==> src/rtl/pipe_frame_painter_if.sv <==
// rtl/pipe_frame_painter_if.sv - game-state and VGA pixel bus for the frame painter
interface pipe_frame_painter_if #(
    parameter int NUM_PIPES = 2
);
    logic                     game_pulse;
    logic [6:0]               box_y;
    logic [8*NUM_PIPES-1:0]   pipe_x;
    logic [7*NUM_PIPES-1:0]   pipe_gap_y;
    logic                     plot;
    logic [7:0]               x;
    logic [6:0]               y;
    logic [2:0]               colour;
    logic                     game_tick_after_erase;
    logic                     busy;

    modport master (
        input  game_pulse, box_y, pipe_x, pipe_gap_y,
        output plot, x, y, colour, game_tick_after_erase, busy
    );

    modport slave (
        output game_pulse, box_y, pipe_x, pipe_gap_y,
        input  plot, x, y, colour, game_tick_after_erase, busy
    );
endinterface

==> src/rtl/pipe_frame_painter.sv <==
// rtl/pipe_frame_painter.sv - draws/erases pipes and player box into a 160x120 frame buffer
module pipe_frame_painter #(
    parameter int NUM_PIPES  = 2,
    parameter int PIPE_WIDTH = 4,
    parameter int GAP_HEIGHT = 30,
    parameter int BOX_SIZE   = 3,
    parameter int BOX_X      = 4,
    parameter int SCREEN_W   = 160,
    parameter int SCREEN_H   = 120
) (
    input  logic                  CLOCK_50,
    input  logic                  reset,
    pipe_frame_painter_if.master  bus
);
    localparam int IDX_W = (NUM_PIPES > 1) ? $clog2(NUM_PIPES) : 1;
    localparam int SLOTS = 1 << IDX_W;

    localparam logic [2:0] C_PIPE  = 3'b010;
    localparam logic [2:0] C_BOX   = 3'b110;
    localparam logic [2:0] C_ERASE = 3'b000;

    typedef enum logic [3:0] {
        INIT, LATCH, DRAW_PIPE, DRAW_BOX, WAIT_PULSE,
        ERASE_PIPE, ERASE_BOX, TOGGLE, SETTLE
    } state_t;

    state_t            state_q;
    logic              pend_q;
    logic [6:0]        by_q;
    logic [7:0]        px_q [SLOTS];
    logic [6:0]        gy_q [SLOTS];
    logic [IDX_W-1:0]  idx_q;
    logic [3:0]        col_q;
    logic [6:0]        row_q;
    logic              settle_q;
    logic              plot_q;
    logic [7:0]        x_q;
    logic [6:0]        y_q;
    logic [2:0]        colour_q;
    logic              tick_q;

    logic [7:0] cur_px_d;
    logic [6:0] cur_gy_d;
    logic [8:0] pipe_col_d;
    logic [7:0] gap_end_d;
    logic       in_gap_d;
    logic       pipe_on_d;
    logic [7:0] box_row_d;
    logic [7:0] box_col_d;
    logic       box_on_d;
    logic       erasing_d;
    logic       last_row_d;
    logic       last_col_d;
    logic       last_pipe_d;
    logic       box_last_col_d;
    logic       box_last_row_d;

    // Column sum is 9 bits so pipes near the right edge clip instead of wrapping.
    assign cur_px_d       = px_q[idx_q];
    assign cur_gy_d       = gy_q[idx_q];
    assign pipe_col_d     = {1'b0, cur_px_d} + {5'b0, col_q};
    assign gap_end_d      = {1'b0, cur_gy_d} + 8'(GAP_HEIGHT - 1);
    assign in_gap_d       = (row_q >= cur_gy_d) && ({1'b0, row_q} <= gap_end_d);
    assign pipe_on_d      = pipe_col_d < 9'(SCREEN_W);
    assign box_row_d      = {1'b0, by_q} + {1'b0, row_q};
    assign box_col_d      = 8'(BOX_X) + {4'b0, col_q};
    assign box_on_d       = box_row_d < 8'(SCREEN_H);
    assign erasing_d      = (state_q == ERASE_PIPE) || (state_q == ERASE_BOX);
    assign last_row_d     = row_q == 7'(SCREEN_H - 1);
    assign last_col_d     = col_q == 4'(PIPE_WIDTH - 1);
    assign last_pipe_d    = idx_q == IDX_W'(NUM_PIPES - 1);
    assign box_last_col_d = col_q == 4'(BOX_SIZE - 1);
    assign box_last_row_d = row_q == 7'(BOX_SIZE - 1);

    always_ff @(posedge CLOCK_50) begin
        if (reset) begin
            state_q  <= INIT;
            pend_q   <= 1'b0;
            by_q     <= '0;
            for (int i = 0; i < SLOTS; i++) begin
                px_q[i] <= '0;
                gy_q[i] <= '0;
            end
            idx_q    <= '0;
            col_q    <= '0;
            row_q    <= '0;
            settle_q <= 1'b0;
            plot_q   <= 1'b0;
            x_q      <= '0;
            y_q      <= '0;
            colour_q <= C_ERASE;
            tick_q   <= 1'b0;
        end else begin
            // The WAIT_PULSE exit consumes the pending tick and any pulse arriving with it.
            if (state_q == WAIT_PULSE && pend_q)
                pend_q <= 1'b0;
            else
                pend_q <= pend_q | bus.game_pulse;

            plot_q <= 1'b0;

            case (state_q)
                INIT: state_q <= LATCH;

                LATCH: begin
                    by_q <= bus.box_y;
                    for (int i = 0; i < NUM_PIPES; i++) begin
                        px_q[i] <= bus.pipe_x[8*i +: 8];
                        gy_q[i] <= bus.pipe_gap_y[7*i +: 7];
                    end
                    idx_q   <= '0;
                    col_q   <= '0;
                    row_q   <= '0;
                    state_q <= DRAW_PIPE;
                end

                DRAW_PIPE, ERASE_PIPE: begin
                    plot_q   <= pipe_on_d && (erasing_d || !in_gap_d);
                    if (pipe_on_d)
                        x_q <= pipe_col_d[7:0];
                    y_q      <= row_q;
                    colour_q <= erasing_d ? C_ERASE : C_PIPE;
                    if (last_row_d) begin
                        row_q <= '0;
                        if (last_col_d) begin
                            col_q <= '0;
                            if (last_pipe_d) begin
                                idx_q   <= '0;
                                state_q <= erasing_d ? ERASE_BOX : DRAW_BOX;
                            end else begin
                                idx_q <= idx_q + 1'b1;
                            end
                        end else begin
                            col_q <= col_q + 1'b1;
                        end
                    end else begin
                        row_q <= row_q + 1'b1;
                    end
                end

                DRAW_BOX, ERASE_BOX: begin
                    plot_q   <= box_on_d;
                    x_q      <= box_col_d;
                    if (box_on_d)
                        y_q <= box_row_d[6:0];
                    colour_q <= erasing_d ? C_ERASE : C_BOX;
                    if (box_last_col_d) begin
                        col_q <= '0;
                        if (box_last_row_d) begin
                            row_q   <= '0;
                            state_q <= erasing_d ? TOGGLE : WAIT_PULSE;
                        end else begin
                            row_q <= row_q + 1'b1;
                        end
                    end else begin
                        col_q <= col_q + 1'b1;
                    end
                end

                WAIT_PULSE: begin
                    if (pend_q)
                        state_q <= ERASE_PIPE;
                end

                TOGGLE: begin
                    tick_q   <= ~tick_q;
                    settle_q <= 1'b0;
                    state_q  <= SETTLE;
                end

                SETTLE: begin
                    if (settle_q)
                        state_q <= LATCH;
                    else
                        settle_q <= 1'b1;
                end

                default: state_q <= INIT;
            endcase
        end
    end

    assign bus.plot                  = plot_q;
    assign bus.x                     = x_q;
    assign bus.y                     = y_q;
    assign bus.colour                = colour_q;
    assign bus.game_tick_after_erase = tick_q;
    assign bus.busy                  = (state_q != WAIT_PULSE);
endmodule

==> src/flat_wrapper.sv <==
// flat-port wrapper written by rule: the top's interface ports become plain ports
module pipe_frame_painter_flat 
#(
    parameter int NUM_PIPES  = 2,
    parameter int PIPE_WIDTH = 4,
    parameter int GAP_HEIGHT = 30,
    parameter int BOX_SIZE   = 3,
    parameter int BOX_X      = 4,
    parameter int SCREEN_W   = 160,
    parameter int SCREEN_H   = 120
)
  (CLOCK_50, reset, bus_game_pulse, bus_box_y, bus_pipe_x, bus_pipe_gap_y, bus_plot, bus_x, bus_y, bus_colour, bus_game_tick_after_erase, bus_busy);
  pipe_frame_painter_if #(.NUM_PIPES(NUM_PIPES)) bus_i ();
  input  logic CLOCK_50;
  input  logic reset;
  input wire logic [$bits(bus_i.game_pulse)-1:0] bus_game_pulse;
  input wire logic [$bits(bus_i.box_y)-1:0] bus_box_y;
  input wire logic [$bits(bus_i.pipe_x)-1:0] bus_pipe_x;
  input wire logic [$bits(bus_i.pipe_gap_y)-1:0] bus_pipe_gap_y;
  output wire logic [$bits(bus_i.plot)-1:0] bus_plot;
  output wire logic [$bits(bus_i.x)-1:0] bus_x;
  output wire logic [$bits(bus_i.y)-1:0] bus_y;
  output wire logic [$bits(bus_i.colour)-1:0] bus_colour;
  output wire logic [$bits(bus_i.game_tick_after_erase)-1:0] bus_game_tick_after_erase;
  output wire logic [$bits(bus_i.busy)-1:0] bus_busy;
  assign bus_i.game_pulse = bus_game_pulse;
  assign bus_i.box_y = bus_box_y;
  assign bus_i.pipe_x = bus_pipe_x;
  assign bus_i.pipe_gap_y = bus_pipe_gap_y;
  assign bus_plot = bus_i.plot;
  assign bus_x = bus_i.x;
  assign bus_y = bus_i.y;
  assign bus_colour = bus_i.colour;
  assign bus_game_tick_after_erase = bus_i.game_tick_after_erase;
  assign bus_busy = bus_i.busy;
  pipe_frame_painter #(.NUM_PIPES(NUM_PIPES), .PIPE_WIDTH(PIPE_WIDTH), .GAP_HEIGHT(GAP_HEIGHT), .BOX_SIZE(BOX_SIZE), .BOX_X(BOX_X), .SCREEN_W(SCREEN_W), .SCREEN_H(SCREEN_H)) u_core (.CLOCK_50(CLOCK_50), .reset(reset), .bus(bus_i));
endmodule
==> config.mk <==
export PLATFORM = sky130hd
export DESIGN_NAME = pipe_frame_painter_flat
export DESIGN_NICKNAME = d
export VERILOG_FILES = /design/src/rtl/pipe_frame_painter_if.sv /design/src/rtl/pipe_frame_painter.sv /design/src/flat_wrapper.sv
export SDC_FILE = /design/constraint.sdc
export NUM_CORES = 1
export LEC_CHECK = 0
export BUFFER_PORTS_ARGS = -buffer_cell sky130_fd_sc_hd__buf_4
export CORE_AREA = 2 2 128 130
export CTS_CLUSTER_DIAMETER = 60
export DETAILED_ROUTE_END_ITERATION = 10
export DIE_AREA = 0 0 130 132
export HOLD_SLACK_MARGIN = 0.05
export PLACE_DENSITY = 0.56
export SLEW_MARGIN = 10
export SYNTH_ARGS = -nofsm -noshare
export SYNTH_HDL_FRONTEND = slang
export SYNTH_SLANG_ARGS = --single-unit
==> constraint.sdc <==
create_clock -name CLOCK_50 -period 5.6 [get_ports CLOCK_50]
set_clock_uncertainty 0.2 [all_clocks]
set_input_delay 0.28 -clock CLOCK_50 [delete_from_list [all_inputs] [get_ports CLOCK_50]]
set_output_delay 0.28 -clock CLOCK_50 [all_outputs]
set_load 0.01 [all_outputs]
==> summary by stage <==
Status
The run finished with clean final reports.

Logic synthesis
The share of the synthesized area in the top cell type is 19.5%. The biggest area contributor in the post-synthesis netlist is sky130_fd_sc_hd__dfxtp_1. Yosys printed 0 warnings. The sequential share of the synthesized area is 39.0%. For this run, asynchronously set or reset flops after synthesis account for 0%.

By area the synthesized netlist is led by sky130_fd_sc_hd__dfxtp_1 (20%), sky130_fd_sc_hd__edfxtp_1 (20%), sky130_fd_sc_hd__ha_1 (8.9%), sky130_fd_sc_hd__a21oi_1 (5.1%), sky130_fd_sc_hd__and3_1 (4.3%). The net count of the mapped netlist is 584. The post-synthesis area per instance is 9.07 um^2. The post-synthesis instance total is 509. Yosys mapped the design onto 66 distinct sky130hd cell types. Counting flops and latches in the post-synthesis netlist gives 75. Yosys mapped a number of flops with a built-in enable equal to 30. Among all cell types in the netlist, the one instantiated most often is sky130_fd_sc_hd__a21oi_1.

After synthesis, the most frequently instantiated cells are sky130_fd_sc_hd__a21oi_1 (47), sky130_fd_sc_hd__dfxtp_1 (45), sky130_fd_sc_hd__nand2_1 (44). The area of the mapped netlist is 0.00462 mm^2. In the synthesized netlist the dominant register cell turns out to be sky130_fd_sc_hd__dfxtp_1.

Floorplan
The initial cell density of the core is 29.4%. The die extent in x is 130 um. The die extent in y is 132 um.

The floorplan has 46 rows. The die covers 0.0172 mm^2. The floorplan step defined a core boundary enclosing 0.0157 mm^2.

The I/O pin total is 61.

Clock network
CTS built an H-tree with a depth of 3. In this run, CTS created clock tree buffers numbering 9. Clock tree synthesis found a total of 75 sinks. The clock tree from TritonCTS is done. The clock edge transition at the registers on the reported setup and hold paths is 0.06 ns. The later pin in the worst-skew pair is clocked with a latency of 0.35 ns. The buffer levels on the longest clock path is 2. The cell sitting at the root of the clock tree is a sky130_fd_sc_hd__clkbuf_16.

Finish
The fill cell total of the finished layout is 1563. 0 antenna diodes ended up in the layout. The area used by multi-input combinational logic is 0.00257 mm^2. The signed area change from the synthesized netlist to the final layout is 26.4%. The sequential cells in the finished layout cover a total of 0.00180 mm^2.

The final net count is 658. Cells with a size suffix above 1 make up 16.5% of the layout. The count of non-filler cells in the finished layout is 804.

Worst setup path
The kind of end point of the critical path is a flip-flop. The arrival time of data at the critical path endpoint is 3.38 ns. The worst-case register-to-register setup slack is 2.27 ns. In this run the critical register-to-register path is captured at u_core.bus.x[2]$_SDFFE_PP0P_. The worst reg2reg path depth is 12.

The worst endpoint required time is 5.65 ns. The most critical setup path has its endpoint at u_core.bus.x[2]$_SDFFE_PP0P_. The critical path is of the reg2reg type.

The kind of start point of the critical path is a flip-flop. In this run the worst path has a maximum fanout of 23.

Global routing
The largest net degree at the start of global routing is 40. The wire length of the first global-routing pass is 18.7 mm. The initial antenna violation count is 0.

The number of global-route vias before repair is 3708. The remaining global-route overflow is 0. Global routing used 13.8% of the available tracks across all layers.

STA
The setup TNS is 0 ns. The final count of hold timing violations is 0. The smallest clock period supported by the final layout is computed as 3.33 ns.

Final hold analysis gives a worst-case slack of 0.0561 ns. At the pin with the least slew margin, the transition time is 0.944 ns. The max-slew violation count is 0. Setup violations remaining at the end of the flow were counted as 0. The worst relative slew slack is 37.0%. Based on the critical path, the design can be clocked at up to 300 MHz.

Setup repair after global routing left no endpoint under its margin. After layout, the worst path uses 59.5% of the clock period.

Power and ir drop
Summed over all cells, the static leakage comes to 0.00239 uW. The power density relative to cell area is 399 mW/mm^2. Across the VDD grid, the largest voltage drop is 0.209 mV.

Place
During placement, the flow inserted port buffers numbering 59. The final weighted congestion of routability-driven global placement is 0.819. The placed wire-length estimate is 8.12 mm. The number of placed instances, taps included, is 754.

Routing
In this run, the number of DRC markers left after iteration 0 of detailed routing was 179. Before antenna repair, the detailed router went through 4 iterations. Once detail routing completed, the nets flagged for antenna violations numbered 0.

Across all layers, the routed design uses 3886 vias. Dividing the detail-routed via count by the number of cells gives 4.83. Summed over all layers, the routed wires come to 11.3 mm.

The detail-routed net length per standard cell is 14.1 um. The DRC violations left is 0.

Job
Across the run, the number of max-cap violations was 0.

Worst hold path
The path class of the lowest-slack min-delay path is in2reg.
## placed cells by master (no fill, tap or decap), types with 3 or more instances in the layout
cell	Yosys	final
sky130_fd_sc_hd__mux2i_1	14	14
sky130_fd_sc_hd__nand2b_1	6	6
sky130_fd_sc_hd__inv_6	0	3
sky130_fd_sc_hd__nand2_1	44	43
sky130_fd_sc_hd__a211oi_1	8	8
sky130_fd_sc_hd__ha_1	33	33
sky130_fd_sc_hd__o311a_1	6	6
sky130_fd_sc_hd__nor3_1	8	7
sky130_fd_sc_hd__o21ai_0	18	18
sky130_fd_sc_hd__mux2_2	3	3
sky130_fd_sc_hd__inv_1	22	22
sky130_fd_sc_hd__or3_1	6	6
sky130_fd_sc_hd__a211o_1	3	3
sky130_fd_sc_hd__and3_1	32	32
sky130_fd_sc_hd__xnor2_1	8	8
sky130_fd_sc_hd__a32oi_1	3	3
sky130_fd_sc_hd__o22ai_1	4	4
sky130_fd_sc_hd__dlygate4sd3_1	0	34
sky130_fd_sc_hd__xor2_1	10	10
sky130_fd_sc_hd__o211ai_1	3	3
sky130_fd_sc_hd__nor2_1	42	42
sky130_fd_sc_hd__a21oi_1	47	47
sky130_fd_sc_hd__and2_1	3	3
sky130_fd_sc_hd__edfxtp_1	30	30
sky130_fd_sc_hd__buf_4	3	62
sky130_fd_sc_hd__nand3_1	14	14
sky130_fd_sc_hd__nand4_1	6	6
sky130_fd_sc_hd__dfxtp_1	45	45
sky130_fd_sc_hd__a21o_1	6	6
sky130_fd_sc_hd__a311oi_1	3	3
sky130_fd_sc_hd__o2111ai_1	3	3
sky130_fd_sc_hd__nor2b_1	7	7
sky130_fd_sc_hd__clkbuf_16	0	9
## final cells by class
| cell class | count | area share, % |
|---|---|---|
| Inverter | 22 | 1.41 |
| Clock inverter | 7 | 1.41 |
| Tap cell | 216 | 4.63 |
| Timing Repair Buffer | 96 | 13.8 |
| Clock buffer | 9 | 3.86 |
| Multi-Input combinational cell | 379 | 44.0 |
| Sequential cell | 75 | 30.9 |
## stage by stage
stage	setup slack (ns)	utilization [%]	power, uW	area, um^2
floorplan	2.40	-	1470	4620
global placement	2.46	33.0	1710	5190
detailed placement	2.28	33.0	1720	5190
CTS	2.26	37.1	2350	5840
global route	2.00	37.2	2510	5840
finish	2.27	37.2	2330	5840
## report_power, final
part / leakage [uW] / switching (uW) / internal, uW
sequential: 0.000685 / 108 / 727
clock: 0.000145 / 250 / 353
combinational: 0.00156 / 518 / 374
## worst max-delay path: stages, from the launching register on
cell                        delay (ns)
sky130_fd_sc_hd__dfxtp_1          0.31
sky130_fd_sc_hd__buf_4            0.28
sky130_fd_sc_hd__mux2_2           0.38
sky130_fd_sc_hd__ha_1             0.21
sky130_fd_sc_hd__inv_1            0.07
sky130_fd_sc_hd__fa_1             0.17
sky130_fd_sc_hd__nand2b_1         0.13
sky130_fd_sc_hd__o2bb2ai_1        0.24
sky130_fd_sc_hd__mux2i_1          0.23
sky130_fd_sc_hd__mux2i_1          0.12
sky130_fd_sc_hd__o21ai_2          0.44
sky130_fd_sc_hd__a21oi_1          0.15
sky130_fd_sc_hd__a311oi_1         0.28
## cell families (layout without fill, tap and decap cells)
logic type | after synthesis | in the layout | synth area share [%]
DFF | 75 | 75 | 39.0
xor gates and xnor gates | 18 | 18 | 3.41
adders and majority gates | 35 | 35 | 9.81
muxes | 18 | 18 | 4.06
and+or+nand+nor | 183 | 183 | 20.1
AOI/OAI and AO/OA | 124 | 124 | 18.0
other | 1 | 1 | 0.0812
buffers and inverters | 55 | 134 | 5.50
## registers in the layout (all words and copies together), names as in the netlist, named ones only
name and cells:
u_core.bus.colour 2, u_core.bus.y 7, u_core.state_q 4, u_core.settle_q 1, u_core.pend_q 1, u_core.by_q 7
u_core.idx_q 1, u_core.bus.x 8, u_core.px_q 16, u_core.bus.game_tick_after_erase 1, u_core.col_q 4, u_core.row_q 7
u_core.bus.plot 1, u_core.gy_q 14
## per-layer routing
metal | part of all wire, % | track usage, %
met1 | 47 | 18.0
met2 | 48 | 22.3
met3 | 3.8 | 3.33
met4 | 1.5 | 4.90
met5 | 0 | 0
## how the worst min path moves through the flow
stage          cells after the start                              end  slack (ns)                         start
2_1_floorplan                      2      u_core.by_q[0]$_SDFFE_PP0P_        0.22                  bus_box_y[0]
3_3_place_gp                       2     u_core.bus.x[4]$_SDFFE_PP0P_        0.26  u_core.bus.x[4]$_SDFFE_PP0P_
3_5_place_dp                       2     u_core.bus.x[4]$_SDFFE_PP0P_        0.26  u_core.bus.x[4]$_SDFFE_PP0P_
4_1_cts                            2  u_core.px_q[0][2]$_SDFFCE_PN0P_        0.05                 bus_pipe_x[2]
5_1_grt                            2  u_core.px_q[1][3]$_SDFFCE_PN0P_        0.06                bus_pipe_x[11]
6_report                           2  u_core.px_q[0][2]$_SDFFCE_PN0P_        0.06                 bus_pipe_x[2]
## timing repair
item / CTS / global route
hold endpoints to repair: 34 / 0
buffers inserted: 0 / 0
resized for setup: 0 / 0
hold buffers: 34 / 0
(Power assumes the default switching activity.)
